### src/rtl/memory_arbiter_if.sv
// memory_arbiter_if
//   Bundles every bus the memory arbiter touches: the I$ request/response
//   pair, the D$ request/response pair, the single main-memory port and the
//   two sticky error flags.
//   Modports:
//     slave  - the arbiter's view (takes cache requests and memory responses,
//              drives cache responses, memory requests and error flags)
//     master - the surrounding caches/memory view (exact complement)
interface memory_arbiter_if #(
  parameter int ADDR_WIDTH = 32,
  parameter int LINE_WIDTH = 128
);
  logic                  icache_req_valid;
  logic [ADDR_WIDTH-1:0] icache_req_addr;
  logic                  icache_rsp_valid;
  logic [LINE_WIDTH-1:0] icache_rsp_data;
  logic                  dcache_req_valid;
  logic [ADDR_WIDTH-1:0] dcache_req_addr;
  logic                  dcache_req_is_store;
  logic [LINE_WIDTH-1:0] dcache_req_data;
  logic                  dcache_rsp_valid;
  logic [LINE_WIDTH-1:0] dcache_rsp_data;
  logic                  mem_req_valid;
  logic [ADDR_WIDTH-1:0] mem_req_addr;
  logic                  mem_req_is_store;
  logic [LINE_WIDTH-1:0] mem_req_data;
  logic                  mem_rsp_valid;
  logic [LINE_WIDTH-1:0] mem_rsp_data;
  logic                  err_overflow;
  logic                  err_timeout;

  modport slave (
    input  icache_req_valid, icache_req_addr,
    input  dcache_req_valid, dcache_req_addr, dcache_req_is_store, dcache_req_data,
    input  mem_rsp_valid, mem_rsp_data,
    output icache_rsp_valid, icache_rsp_data,
    output dcache_rsp_valid, dcache_rsp_data,
    output mem_req_valid, mem_req_addr, mem_req_is_store, mem_req_data,
    output err_overflow, err_timeout
  );

  modport master (
    output icache_req_valid, icache_req_addr,
    output dcache_req_valid, dcache_req_addr, dcache_req_is_store, dcache_req_data,
    output mem_rsp_valid, mem_rsp_data,
    input  icache_rsp_valid, icache_rsp_data,
    input  dcache_rsp_valid, dcache_rsp_data,
    input  mem_req_valid, mem_req_addr, mem_req_is_store, mem_req_data,
    input  err_overflow, err_timeout
  );
endinterface

### src/rtl/memory_arbiter.sv
// memory_arbiter
//   Arbitrates I$ fills and D$ fills/evicts onto one main-memory port with at
//   most one transaction outstanding, routes each memory response back to the
//   cache that issued it, and raises sticky overflow/timeout error flags.
//   Ports:
//     clock - rising-edge clock
//     reset - synchronous, active-high
//     bus   - memory_arbiter_if.slave (cache request/response buses, memory
//             request/response bus, err_overflow, err_timeout)
module memory_arbiter #(
  parameter int ADDR_WIDTH     = 32,
  parameter int LINE_WIDTH     = 128,
  parameter int TIMEOUT_CYCLES = 64
) (
  input  logic             clock,
  input  logic             reset,
  memory_arbiter_if.slave  bus
);

  localparam int CW = $clog2(TIMEOUT_CYCLES);
  localparam logic [CW-1:0] TMO_ONE  = CW'(1);
  localparam logic [CW-1:0] TMO_LAST = CW'(TIMEOUT_CYCLES - 1);
  // The flag is written at the end of the WAIT_RSP cycle whose count is
  // TIMEOUT_CYCLES-2, so it becomes visible exactly TIMEOUT_CYCLES cycles
  // after the mem_req_valid cycle.
  localparam logic [CW-1:0] TMO_FIRE = CW'(TIMEOUT_CYCLES - 2);

  typedef enum logic [0:0] {IDLE = 1'b0, WAIT_RSP = 1'b1} state_t;
  typedef enum logic [0:0] {PORT_I = 1'b0, PORT_D = 1'b1} port_t;

  state_t                state_r, state_nxt_s;
  port_t                 grant_r, last_grant_r, grant_sel_s;
  logic                  issue_s, rsp_hit_s;
  logic                  i_pend_r, d_pend_r;
  logic [ADDR_WIDTH-1:0] i_addr_r, d_addr_r;
  logic                  d_store_r;
  logic [LINE_WIDTH-1:0] d_data_r;
  logic                  i_busy_s, d_busy_s;
  logic                  i_accept_s, d_accept_s, i_ovf_s, d_ovf_s;
  logic [CW-1:0]         tmo_cnt_r;
  logic                  err_overflow_r, err_timeout_r;

  // A port is busy while pending or in flight; its own response ends the flight.
  always_comb begin
    rsp_hit_s  = (state_r == WAIT_RSP) && bus.mem_rsp_valid;
    i_busy_s   = i_pend_r || ((state_r == WAIT_RSP) && (grant_r == PORT_I) && !bus.mem_rsp_valid);
    d_busy_s   = d_pend_r || ((state_r == WAIT_RSP) && (grant_r == PORT_D) && !bus.mem_rsp_valid);
    i_accept_s = bus.icache_req_valid && !i_busy_s;
    d_accept_s = bus.dcache_req_valid && !d_busy_s;
    i_ovf_s    = bus.icache_req_valid && i_busy_s;
    d_ovf_s    = bus.dcache_req_valid && d_busy_s;
  end

  // Next-state and round-robin grant selection.
  always_comb begin
    state_nxt_s = state_r;
    issue_s     = 1'b0;
    grant_sel_s = PORT_I;
    case (state_r)
      IDLE: begin
        if (i_pend_r || d_pend_r) begin
          issue_s     = 1'b1;
          state_nxt_s = WAIT_RSP;
          if (i_pend_r && d_pend_r) begin
            grant_sel_s = (last_grant_r == PORT_I) ? PORT_D : PORT_I;
          end else if (d_pend_r) begin
            grant_sel_s = PORT_D;
          end else begin
            grant_sel_s = PORT_I;
          end
        end else begin
          state_nxt_s = IDLE;
        end
      end
      WAIT_RSP: begin
        if (bus.mem_rsp_valid) begin
          state_nxt_s = IDLE;
        end else begin
          state_nxt_s = WAIT_RSP;
        end
      end
      default: state_nxt_s = IDLE;
    endcase
  end

  // Memory request and cache response outputs; everything idles at zero.
  always_comb begin
    bus.mem_req_valid    = issue_s;
    bus.mem_req_addr     = {ADDR_WIDTH{1'b0}};
    bus.mem_req_is_store = 1'b0;
    bus.mem_req_data     = {LINE_WIDTH{1'b0}};
    bus.icache_rsp_valid = 1'b0;
    bus.icache_rsp_data  = {LINE_WIDTH{1'b0}};
    bus.dcache_rsp_valid = 1'b0;
    bus.dcache_rsp_data  = {LINE_WIDTH{1'b0}};
    if (issue_s && (grant_sel_s == PORT_D)) begin
      bus.mem_req_addr     = d_addr_r;
      bus.mem_req_is_store = d_store_r;
      bus.mem_req_data     = d_store_r ? d_data_r : {LINE_WIDTH{1'b0}};
    end else if (issue_s) begin
      bus.mem_req_addr = i_addr_r;
    end else begin
      bus.mem_req_addr = {ADDR_WIDTH{1'b0}};
    end
    if (rsp_hit_s && (grant_r == PORT_D)) begin
      bus.dcache_rsp_valid = 1'b1;
      bus.dcache_rsp_data  = bus.mem_rsp_data;
    end else if (rsp_hit_s) begin
      bus.icache_rsp_valid = 1'b1;
      bus.icache_rsp_data  = bus.mem_rsp_data;
    end else begin
      bus.icache_rsp_valid = 1'b0;
    end
    bus.err_overflow = err_overflow_r;
    bus.err_timeout  = err_timeout_r;
  end

  // FSM state, current grant and round-robin history.
  always_ff @(posedge clock) begin
    if (reset) begin
      state_r      <= IDLE;
      grant_r      <= PORT_I;
      last_grant_r <= PORT_I;
    end else begin
      state_r <= state_nxt_s;
      if (issue_s) begin
        grant_r      <= grant_sel_s;
        last_grant_r <= grant_sel_s;
      end
    end
  end

  // Pending flags and latched request fields for both cache ports.
  always_ff @(posedge clock) begin
    if (reset) begin
      i_pend_r  <= 1'b0;
      d_pend_r  <= 1'b0;
      i_addr_r  <= {ADDR_WIDTH{1'b0}};
      d_addr_r  <= {ADDR_WIDTH{1'b0}};
      d_store_r <= 1'b0;
      d_data_r  <= {LINE_WIDTH{1'b0}};
    end else begin
      // Issue and accept never hit the same port in one cycle: a pending port is busy.
      if (issue_s && (grant_sel_s == PORT_I)) begin
        i_pend_r <= 1'b0;
      end else if (i_accept_s) begin
        i_pend_r <= 1'b1;
        i_addr_r <= bus.icache_req_addr;
      end
      if (issue_s && (grant_sel_s == PORT_D)) begin
        d_pend_r <= 1'b0;
      end else if (d_accept_s) begin
        d_pend_r  <= 1'b1;
        d_addr_r  <= bus.dcache_req_addr;
        d_store_r <= bus.dcache_req_is_store;
        d_data_r  <= bus.dcache_req_data;
      end
    end
  end

  // Saturating WAIT_RSP timeout counter.
  always_ff @(posedge clock) begin
    if (reset) begin
      tmo_cnt_r <= {CW{1'b0}};
    end else if (issue_s) begin
      tmo_cnt_r <= {CW{1'b0}};
    end else if ((state_r == WAIT_RSP) && (tmo_cnt_r != TMO_LAST)) begin
      tmo_cnt_r <= tmo_cnt_r + TMO_ONE;
    end
  end

  // Sticky error flags, cleared only by reset.
  always_ff @(posedge clock) begin
    if (reset) begin
      err_overflow_r <= 1'b0;
      err_timeout_r  <= 1'b0;
    end else begin
      if (i_ovf_s || d_ovf_s) begin
        err_overflow_r <= 1'b1;
      end
      if ((state_r == WAIT_RSP) && (tmo_cnt_r == TMO_FIRE)) begin
        err_timeout_r <= 1'b1;
      end
    end
  end

endmodule

### src/flat_wrapper.sv
// flat-port wrapper written by rule: the top's interface ports become plain ports
module memory_arbiter_flat 
#(
  parameter int ADDR_WIDTH     = 32,
  parameter int LINE_WIDTH     = 128,
  parameter int TIMEOUT_CYCLES = 64
)
  (clock, reset, bus_icache_req_valid, bus_icache_req_addr, bus_dcache_req_valid, bus_dcache_req_addr, bus_dcache_req_is_store, bus_dcache_req_data, bus_mem_rsp_valid, bus_mem_rsp_data, bus_icache_rsp_valid, bus_icache_rsp_data, bus_dcache_rsp_valid, bus_dcache_rsp_data, bus_mem_req_valid, bus_mem_req_addr, bus_mem_req_is_store, bus_mem_req_data, bus_err_overflow, bus_err_timeout);
  memory_arbiter_if #(.ADDR_WIDTH(ADDR_WIDTH), .LINE_WIDTH(LINE_WIDTH)) bus_i ();
  input  logic clock;
  input  logic reset;
  input wire logic [$bits(bus_i.icache_req_valid)-1:0] bus_icache_req_valid;
  input wire logic [$bits(bus_i.icache_req_addr)-1:0] bus_icache_req_addr;
  input wire logic [$bits(bus_i.dcache_req_valid)-1:0] bus_dcache_req_valid;
  input wire logic [$bits(bus_i.dcache_req_addr)-1:0] bus_dcache_req_addr;
  input wire logic [$bits(bus_i.dcache_req_is_store)-1:0] bus_dcache_req_is_store;
  input wire logic [$bits(bus_i.dcache_req_data)-1:0] bus_dcache_req_data;
  input wire logic [$bits(bus_i.mem_rsp_valid)-1:0] bus_mem_rsp_valid;
  input wire logic [$bits(bus_i.mem_rsp_data)-1:0] bus_mem_rsp_data;
  output wire logic [$bits(bus_i.icache_rsp_valid)-1:0] bus_icache_rsp_valid;
  output wire logic [$bits(bus_i.icache_rsp_data)-1:0] bus_icache_rsp_data;
  output wire logic [$bits(bus_i.dcache_rsp_valid)-1:0] bus_dcache_rsp_valid;
  output wire logic [$bits(bus_i.dcache_rsp_data)-1:0] bus_dcache_rsp_data;
  output wire logic [$bits(bus_i.mem_req_valid)-1:0] bus_mem_req_valid;
  output wire logic [$bits(bus_i.mem_req_addr)-1:0] bus_mem_req_addr;
  output wire logic [$bits(bus_i.mem_req_is_store)-1:0] bus_mem_req_is_store;
  output wire logic [$bits(bus_i.mem_req_data)-1:0] bus_mem_req_data;
  output wire logic [$bits(bus_i.err_overflow)-1:0] bus_err_overflow;
  output wire logic [$bits(bus_i.err_timeout)-1:0] bus_err_timeout;
  assign bus_i.icache_req_valid = bus_icache_req_valid;
  assign bus_i.icache_req_addr = bus_icache_req_addr;
  assign bus_i.dcache_req_valid = bus_dcache_req_valid;
  assign bus_i.dcache_req_addr = bus_dcache_req_addr;
  assign bus_i.dcache_req_is_store = bus_dcache_req_is_store;
  assign bus_i.dcache_req_data = bus_dcache_req_data;
  assign bus_i.mem_rsp_valid = bus_mem_rsp_valid;
  assign bus_i.mem_rsp_data = bus_mem_rsp_data;
  assign bus_icache_rsp_valid = bus_i.icache_rsp_valid;
  assign bus_icache_rsp_data = bus_i.icache_rsp_data;
  assign bus_dcache_rsp_valid = bus_i.dcache_rsp_valid;
  assign bus_dcache_rsp_data = bus_i.dcache_rsp_data;
  assign bus_mem_req_valid = bus_i.mem_req_valid;
  assign bus_mem_req_addr = bus_i.mem_req_addr;
  assign bus_mem_req_is_store = bus_i.mem_req_is_store;
  assign bus_mem_req_data = bus_i.mem_req_data;
  assign bus_err_overflow = bus_i.err_overflow;
  assign bus_err_timeout = bus_i.err_timeout;
  memory_arbiter #(.ADDR_WIDTH(ADDR_WIDTH), .LINE_WIDTH(LINE_WIDTH), .TIMEOUT_CYCLES(TIMEOUT_CYCLES)) u_core (.clock(clock), .reset(reset), .bus(bus_i));
endmodule
### config.mk
export PLATFORM = sky130hd
export DESIGN_NAME = memory_arbiter_flat
export DESIGN_NICKNAME = d
export VERILOG_FILES = /design/src/rtl/memory_arbiter_if.sv /design/src/rtl/memory_arbiter.sv /design/src/flat_wrapper.sv
export SDC_FILE = /design/constraint.sdc
export NUM_CORES = 1
export LEC_CHECK = 0
export CELL_PAD_IN_SITES_DETAIL_PLACEMENT = 0
export CELL_PAD_IN_SITES_GLOBAL_PLACEMENT = 1
export CORE_AREA = 4 4 292 294
export DETAILED_ROUTE_END_ITERATION = 16
export DIE_AREA = 0 0 296 298
export GPL_TIMING_DRIVEN = 0
export PLACE_DENSITY_LB_ADDON = 0.1
export SYNTH_ARGS = -nofsm -noshare
export SYNTH_HDL_FRONTEND = slang
export SYNTH_SLANG_ARGS = --single-unit
### constraint.sdc
create_clock -name clock -period 1.9 [get_ports clock]
set_input_delay 0.19 -clock clock [delete_from_list [all_inputs] [get_ports clock]]
set_output_delay 0.19 -clock clock [all_outputs]
set_load 0.01 [all_outputs]
==> metrics.txt, run 1 <==
status complete, but fails checks; violated checks negative setup slack; number of vias per cell 4.238; pwr dens 602.7 nW/um^2; Setup CP Type reg -> out; post-route minimum period 2325 ps; Critical Path Source Type flop; Mapped Cells 1428; vias in the first global route 14430; Min Hold Slack 167.6 ps; Worst-Skew Late Latency between 500 and 600 ps; cell taking the most area after synthesis dfxtp_1; Synth top area share between 30% and 40%; First DRT Iteration DRCs 628; syn nets 1756; sw power 0.004221 W; max cap viols 0; share of cells above drive strength 1 39.46%; row count 106; Max stage delay cell, worst path dfxtp_4; RSZ-0062 raised after global routing true; Comb pwr share 26.5%; Finish-stage setup viols 474; Sw Ratio 29.22%; CP Capture Type primary output; I/O pin total 748; Synth Cell Area 11850 um^2; final-report hold violation count 0; DRC 0; VDD IR max 0.5760 mV; CTS tree done; Pint 0.01022 W; Pleak about 10 nW; global-route wire length before repair 131400 um; crit path max fanout 8; Max-slew headroom 53.91%; dpl ws -1876 ps; Top cell by count, worst path clkbuf_16; Area Overhead vs Synth 102.2%; largest net degree at the start of global routing 15; Slew Viols, Final 0; Achievable Freq 0.4301 GHz; GRT Overall Usage 21.50%; Tcrit/Tclk final 122.4%; clk sinks 205; Seq/Total Area, Yosys approximately a third; Flop pwr share between 30% and 40%; final worst clock skew about 34 ps; clk slew on worst S/H paths 60 ps; Clock Tree Buf Depth 3; crit path launch u_core.state_r$_SDFF_PP0_; post-route ant nets 0; First-pass DRT Iterations 5; core area 82890 um^2; Detailed Place HPWL 83270 um; nets 2627; worst-path cell chain clkbuf_8 > nand2_4 > nor2_4 > buf_12 > clkbuf_16 > clkbuf_16 > buf_4 > and2_1 > buf_2; Worst-Margin Slew 691.3 ps; number of buffers created by CTS 28; CTS root buffer clkbuf_16; Die Ht 298 um; synth unique cells 36; H-tree Lvls 1; final setup margin -425.1 ps; largest cells by area after synthesis dfxtp_1, and2_1, nand2b_1; Crit path largest cell delay just under 400 ps; Overall Power ~0.014 W; GP Congestion 0.8833; Synth Warn # 0; hold_sp bus_icache_req_addr[20]; Min-Delay Path Class in -> reg; syn avg cell area 8.300 um^2; gr ovfl total 0; wire per inst just under 30 um; # port buffers ~750; Via Count 14430; r2r startpoint u_core.grant_r$_SDFFE_PP0P_; Req. time, crit path 1710 ps; initial antenna violation count 38; clock share of power approximately two fifths; initial core utilization 14.30%; die area 88210 um^2; Worst Path Arrival about 2100 ps; Total Wirelength 101300 um; Synth Register Bits 205; DIE WIDTH 296 um
critical path: cells and delay by family (launching register included):
kind / cells / cell delay [ps]
flip-flops: 1 / 390
buffers and inverters: 6 / 880
AND/OR/NAND/NOR: 3 / 270
timing repair:
action,in CTS,in global routing
cloned,20,15
hold endpoints to repair,0,0
buffers inserted,26,36
pin swaps,83,21
hold buffers,0,0
endpoints found under the setup margin,583,585
resized for setup,1756,683
cell type report:
type | count | area, um^2
Clock buffer | 37 | 794.5
Timing Repair Buffer | 843 | 8343
Antenna cell | 5 | 12.51
Multi-Input combinational cell | 1048 | 7601
Clock inverter | 13 | 205.2
Inverter | 6 | 22.52
Sequential cell | 205 | 4119
Tap cell | 1080 | 1351
Buffer | 167 | 1518
Fill cell | 8963 | 58930
layer usage:
metal,global-route usage [%],vias to the layer above,wire [um]
li1,-,6753,-
met1,24.68,7002,39540
met2,41.31,501,53400
met3,4.980,135,6467
met4,2.389,36,1650
met5,0,-,226
stage by stage:
step / cell area (um^2) / setup TNS (ps) / instances / util, %
2_1_floorplan: 11850 / 0 / 1428 / -
3_3_place_gp: 20670 / -621790 / 3254 / 24.94
3_5_place_dp: 20670 / -627370 / 3254 / 24.94
4_1_cts: 23120 / -206630 / 3349 / 27.89
5_1_grt: 23950 / -169200 / 3399 / 28.90
6_report: 23970 / -122090 / 3404 / 28.91
cell usage after synthesis:
cell	n
o21bai_1	1
o22ai_1	1
nand2_1	68
inv_1	4
and4_1	1
and3_1	2
nand4_1	1
clkinv_1	1
nor3_1	2
and3b_1	1
nor2b_1	1
and2_1	385
nor3b_1	3
nor4_1	162
a22o_1	32
o221a_2	1
a31o_1	79
o21ai_0	3
ha_1	2
buf_2	14
a31o_2	82
dfxtp_1	205
nor2_1	4
or3_1	3
nand3_1	6
a31oi_1	2
inv_2	1
mux2i_1	35
clkbuf_1	146
a21boi_0	1
a211oi_1	1
nand2b_1	162
a21bo_2	1
buf_6	9
a21oi_1	5
a41oi_1	1
layout by cell type (no fill, tap or decap), types with 3 or more instances in the layout:
cell / netlist / layout
bufinv_16: 0 / 5
dlygate4sd2_1: 0 / 45
buf_8: 0 / 37
a21oi_1: 5 / 4
clkbuf_4: 0 / 6
nor2_1: 4 / 3
inv_1: 4 / 3
dfxtp_4: 0 / 4
and2_1: 385 / 173
a31o_1: 79 / 79
buf_4: 0 / 76
clkbuf_1: 146 / 84
clkbuf_16: 0 / 58
diode_2: 0 / 5
and2_4: 0 / 212
nand2b_1: 162 / 162
clkbuf_2: 0 / 54
buf_12: 0 / 20
nor4_1: 162 / 162
clkbuf_8: 0 / 21
clkdlybuf4s50_1: 0 / 327
a31o_2: 82 / 82
a22o_1: 32 / 32
clkinv_2: 0 / 6
mux2i_1: 35 / 35
nand3_1: 6 / 6
nor3b_1: 3 / 3
buf_6: 9 / 236
nand2_1: 68 / 66
o21ai_0: 3 / 3
dfxtp_1: 205 / 201
buf_2: 14 / 80
state kept, by name, summed over array words and instances, names as in the netlist:
register                 count
u_core.tmo_cnt_r             6
u_core.d_addr_r             32
u_core.i_pend_r              1
u_core.bus.err_overflow      1
u_core.d_data_r            128
u_core.bus.err_timeout       1
u_core.i_addr_r             32
u_core.grant_r               1
u_core.d_store_r             1
u_core.d_pend_r              1
u_core.state_r               1
logic make-up (layout without fill, tap and decap cells):
family	Yosys count	in the layout	share of synthesized area, %
flip-flops	205	205	34.62
AND/OR/NAND/NOR	801	801	40.75
other	0	5	0
buffers and inverters	175	1066	6.260
AO/OA/AOI/OAI	210	210	15.20
multiplexers	35	35	2.956
adder cells (fa/ha/maj)	2	2	0.2111
power by group through the flow:
stage	Combinational [W]	Clock, W	Sequential [W]
after floorplan	0.00137	0	0.00483
after global placement	0.00330	0	0.00489
after detailed placement	0.00330	0	0.00489
after CTS	0.00366	0.00600	0.00482
after global routing	0.00409	0.00613	0.00486
final	0.00383	0.00579	0.00483
final timing paths:
kind         cells after the start  slack (ps)                                to
max                              9        -430           bus_icache_rsp_data[57]
min                              3         170  u_core.i_addr_r[20]$_SDFFE_PP0P_
min reg2reg                      2         460  u_core.i_addr_r[27]$_SDFFE_PP0P_
max reg2reg                      7         -50  u_core.d_data_r[70]$_SDFFE_PP0P_
(Power assumes the default switching activity.)
==> run 2: changes to the inputs <==
- ABC_AREA: not set -> 1
- CORE_AREA: 4 4 292 294 -> 4 4 287 289
- DIE_AREA: 0 0 296 298 -> 0 0 291 293
- SLEW_MARGIN: not set -> 20
==> run 2 against run 1 <==
Effect of this change: the run still ends with negative setup slack left; area after synthesis shrank 14%; design area shrank 15%; clock power shrank 12%; via count shrank 9.4%.
==> metrics.txt, run 2 <==
pwr dens 697.6 nW/um^2 (+16%); syn nets 1918 (+9.2%); top sig layer met5; CTS tree done; Post-synth EDFFs 0 (unchanged); hold_sp bus_icache_req_addr[24]; largest cells by area after synthesis dfxtp_1, nor2_1, inv_1; H-tree Lvls 1 (unchanged); Max-slew headroom 54.56% (+0.65 points); Tcrit/Tclk final 116.6% (-5.8 points); Finish-stage setup viols 418 (-12%); final worst clock skew 19.03 ps (-14.51 ps); DRC 0 (unchanged); crit path max fanout 10 (+2); met3 routed WL 4722 um (-27%); die area 85260 um^2 (-3.3%); Total Wirelength 77590 um (-23%); Top cell by count, worst path buf_6; Achievable Freq 0.4513 GHz (+4.9%); CP Capture Type primary output; most common cell after layout, fill and taps aside inv_1; max cap viols 0 (unchanged); initial core utilization 12.83% (-1.5 points); most frequent cells in the layout inv_1, clkdlybuf4s50_1, nor2_1, buf_2, dfxtp_1; status complete, but fails checks; Mapped Cells 1590 (+11%); First-pass DRT Iterations 4 (-1); CTS root buffer clkbuf_16; Area Overhead vs Synth 98.49%; GP Congestion 0.8722 (-1.3%); most common cell in the synthesized netlist nor2_1; post-route ant nets 0 (unchanged); Synth Register Bits 205 (unchanged); Reg with most FFs u_core.d_data_r; Top FF cell, synth dfxtp_1; Via Count 13070 (-9.4%); Crit path largest cell delay 370 ps (-20 ps); Final Core Density 25.46% (-3.5 points); Pleak 9.573 nW (-7.2%); Die Ht 293 um (-1.7%); Req. time, crit path 1710 ps (about the same); final-report hold violation count 0 (unchanged); Setup CP Type reg -> out; gr ovfl total 0 (unchanged); Filler cells 9084 (+1.3%); Slew Viols, Final 0 (unchanged); max reg flops 128 (unchanged); Fin Setup TNS -90490 ps (+31600 ps); largest registers u_core.d_data_r x128, u_core.d_addr_r x32, u_core.i_addr_r x32; DIE WIDTH 291 um (-1.7%); r2r startpoint u_core.grant_r$_SDFFE_PP0P_; First DRT Iteration DRCs 432 (-31%); cell taking the most area after synthesis dfxtp_1; # port buffers 747 (+0.13%); initial antenna violation count 19 (-50%); number of vias per cell 3.751 (-11%); Metal-1 WL 32270 um (-18%); Max stage delay cell, worst path dfxtp_4; Min-Delay Path Class in -> reg; clk sinks 205 (unchanged); Detailed Place HPWL 64330 um (-23%); Seq/Total Area, Yosys 40.05% (+5.4 points); nets 2727 (+3.8%); RSZ-0062 raised after global routing true; crit path launch u_core.state_r$_SDFF_PP0_; clk slew on worst S/H paths 50 ps (about the same); synth unique cells 23 (-36%); GRT Overall Usage 16.84% (-4.7 points); dpl ws -661.8 ps (+1214 ps); global-route wire length before repair 104500 um (-20%); Worst-Margin Slew 681.6 ps (-9.684 ps); post-route minimum period 2216 ps (-109.4 ps); largest net degree at the start of global routing 16 (+1); syn avg cell area 6.445 um^2 (-22%); number of buffers created by CTS 29 (+3.6%); wire per inst 22.27 um (-25%); row count 104 (-1.9%); top cells by count, synth nor2_1, inv_1, dfxtp_1; vias in the first global route 13180 (-8.7%); Worst Path Arrival 2030 ps (-110 ps); violated checks negative setup slack; routed length on met2 39010 um (-27%); VDD IR max 0.5724 mV (-0.62%); core area 79900 um^2 (-3.6%); Synth top area share 40.05% (+5.4 points); worst-path cell chain buf_6 > nand2_4 > nor2_4 > inv_4 > buf_12 > buf_6 > nor2_1 > buf_2; Critical Path Source Type flop; Synth Cell Area 10250 um^2 (-14%); cts hold-fix bufs 0 (unchanged); Synth Warn # 0 (unchanged); Worst-Skew Late Latency 580 ps (about the same); Clock Tree Buf Depth 3 (unchanged); I/O pin total 748 (unchanged); final setup margin -315.7 ps (+109.4 ps); ys async rst share 0% (unchanged); share of cells above drive strength 1 29.71% (-9.8 points)
==> run 2: stage by stage <==
stage / cells / cell area, um^2 / total power (W) / hold WS [ps]
2_1_floorplan: 1590 / 10250 / 0.006639 / 259.1
3_3_place_gp: 3397 / 19050 / 0.008759 / 441.4
3_5_place_dp: 3397 / 19050 / 0.008764 / 445.9
4_1_cts: 3453 / 18830 / 0.01395 / 166.3
5_1_grt: 3481 / 20330 / 0.01501 / 197.1
6_report: 3484 / 20340 / 0.01419 / 210.6
==> run 2: worst paths after layout <==
check	cells past startpoint	slack (ps)	end
min reg2reg	2	450	u_core.d_data_r[70]$_SDFFE_PP0P_
min	3	210	u_core.i_addr_r[24]$_SDFFE_PP0P_
max reg2reg	5	210	u_core.d_data_r[85]$_SDFFE_PP0P_
max	8	-320	bus_dcache_rsp_data[85]
==> run 2: report_power, final <==
| part | switching, W | internal, W | total [W] |
|---|---|---|---|
| registers | 0.000124 | 0.00476 | 0.00488 |
| clock network | 0.00213 | 0.00296 | 0.00509 |
| logic | 0.00231 | 0.00190 | 0.00422 |
| total | 0.00456 | 0.00962 | 0.0142 |
==> run 2: critical path: cells and delay by family, from the launching register on <==
kind / cells / cell delay, ps
buffers and inverters: 5 / 700
AND/OR/NAND/NOR: 3 / 390
flip-flops: 1 / 370
==> run 2: cell families after synthesis <==
family	synth area share, %
buf+inv	20.24
simple gates	21.11
fa+ha+maj	0.2442
xor+xnor	0.08549
flops	40.05
compound gates	18.27
==> run 2: metal layers <==
layer,GRT usage [%],vias to the layer above
met2,30.48,424
met4,3.259,4
li1,-,6420
met3,4.293,80
met1,20.23,6141
met5,0,-
==> run 2: what timing repair did <==
| item | 4_1_cts | 5_1_grt |
|---|---|---|
| gates cloned | 0 | 15 |
| pin swaps | 4 | 4 |
| endpoints found under the hold margin | 0 | 0 |
| gates resized for setup | 1667 | 481 |
| endpoints found under the setup margin | 421 | 438 |
| setup buffers | 7 | 9 |
==> run 2: final cells by class <==
class / instances / area [um^2] / area share, %
clock buffer: 46 / 829.5 / 4.078
tap: 1060 / 1326 / 6.521
inverter: 340 / 1286 / 6.324
multi-input combinational: 933 / 4875 / 23.97
clock inverter: 3 / 32.53 / 0.1599
sequential: 205 / 4116 / 20.24
buffer: 112 / 1139 / 5.598
timing repair buffer: 778 / 6718 / 33.03
antenna: 7 / 17.52 / 0.08612
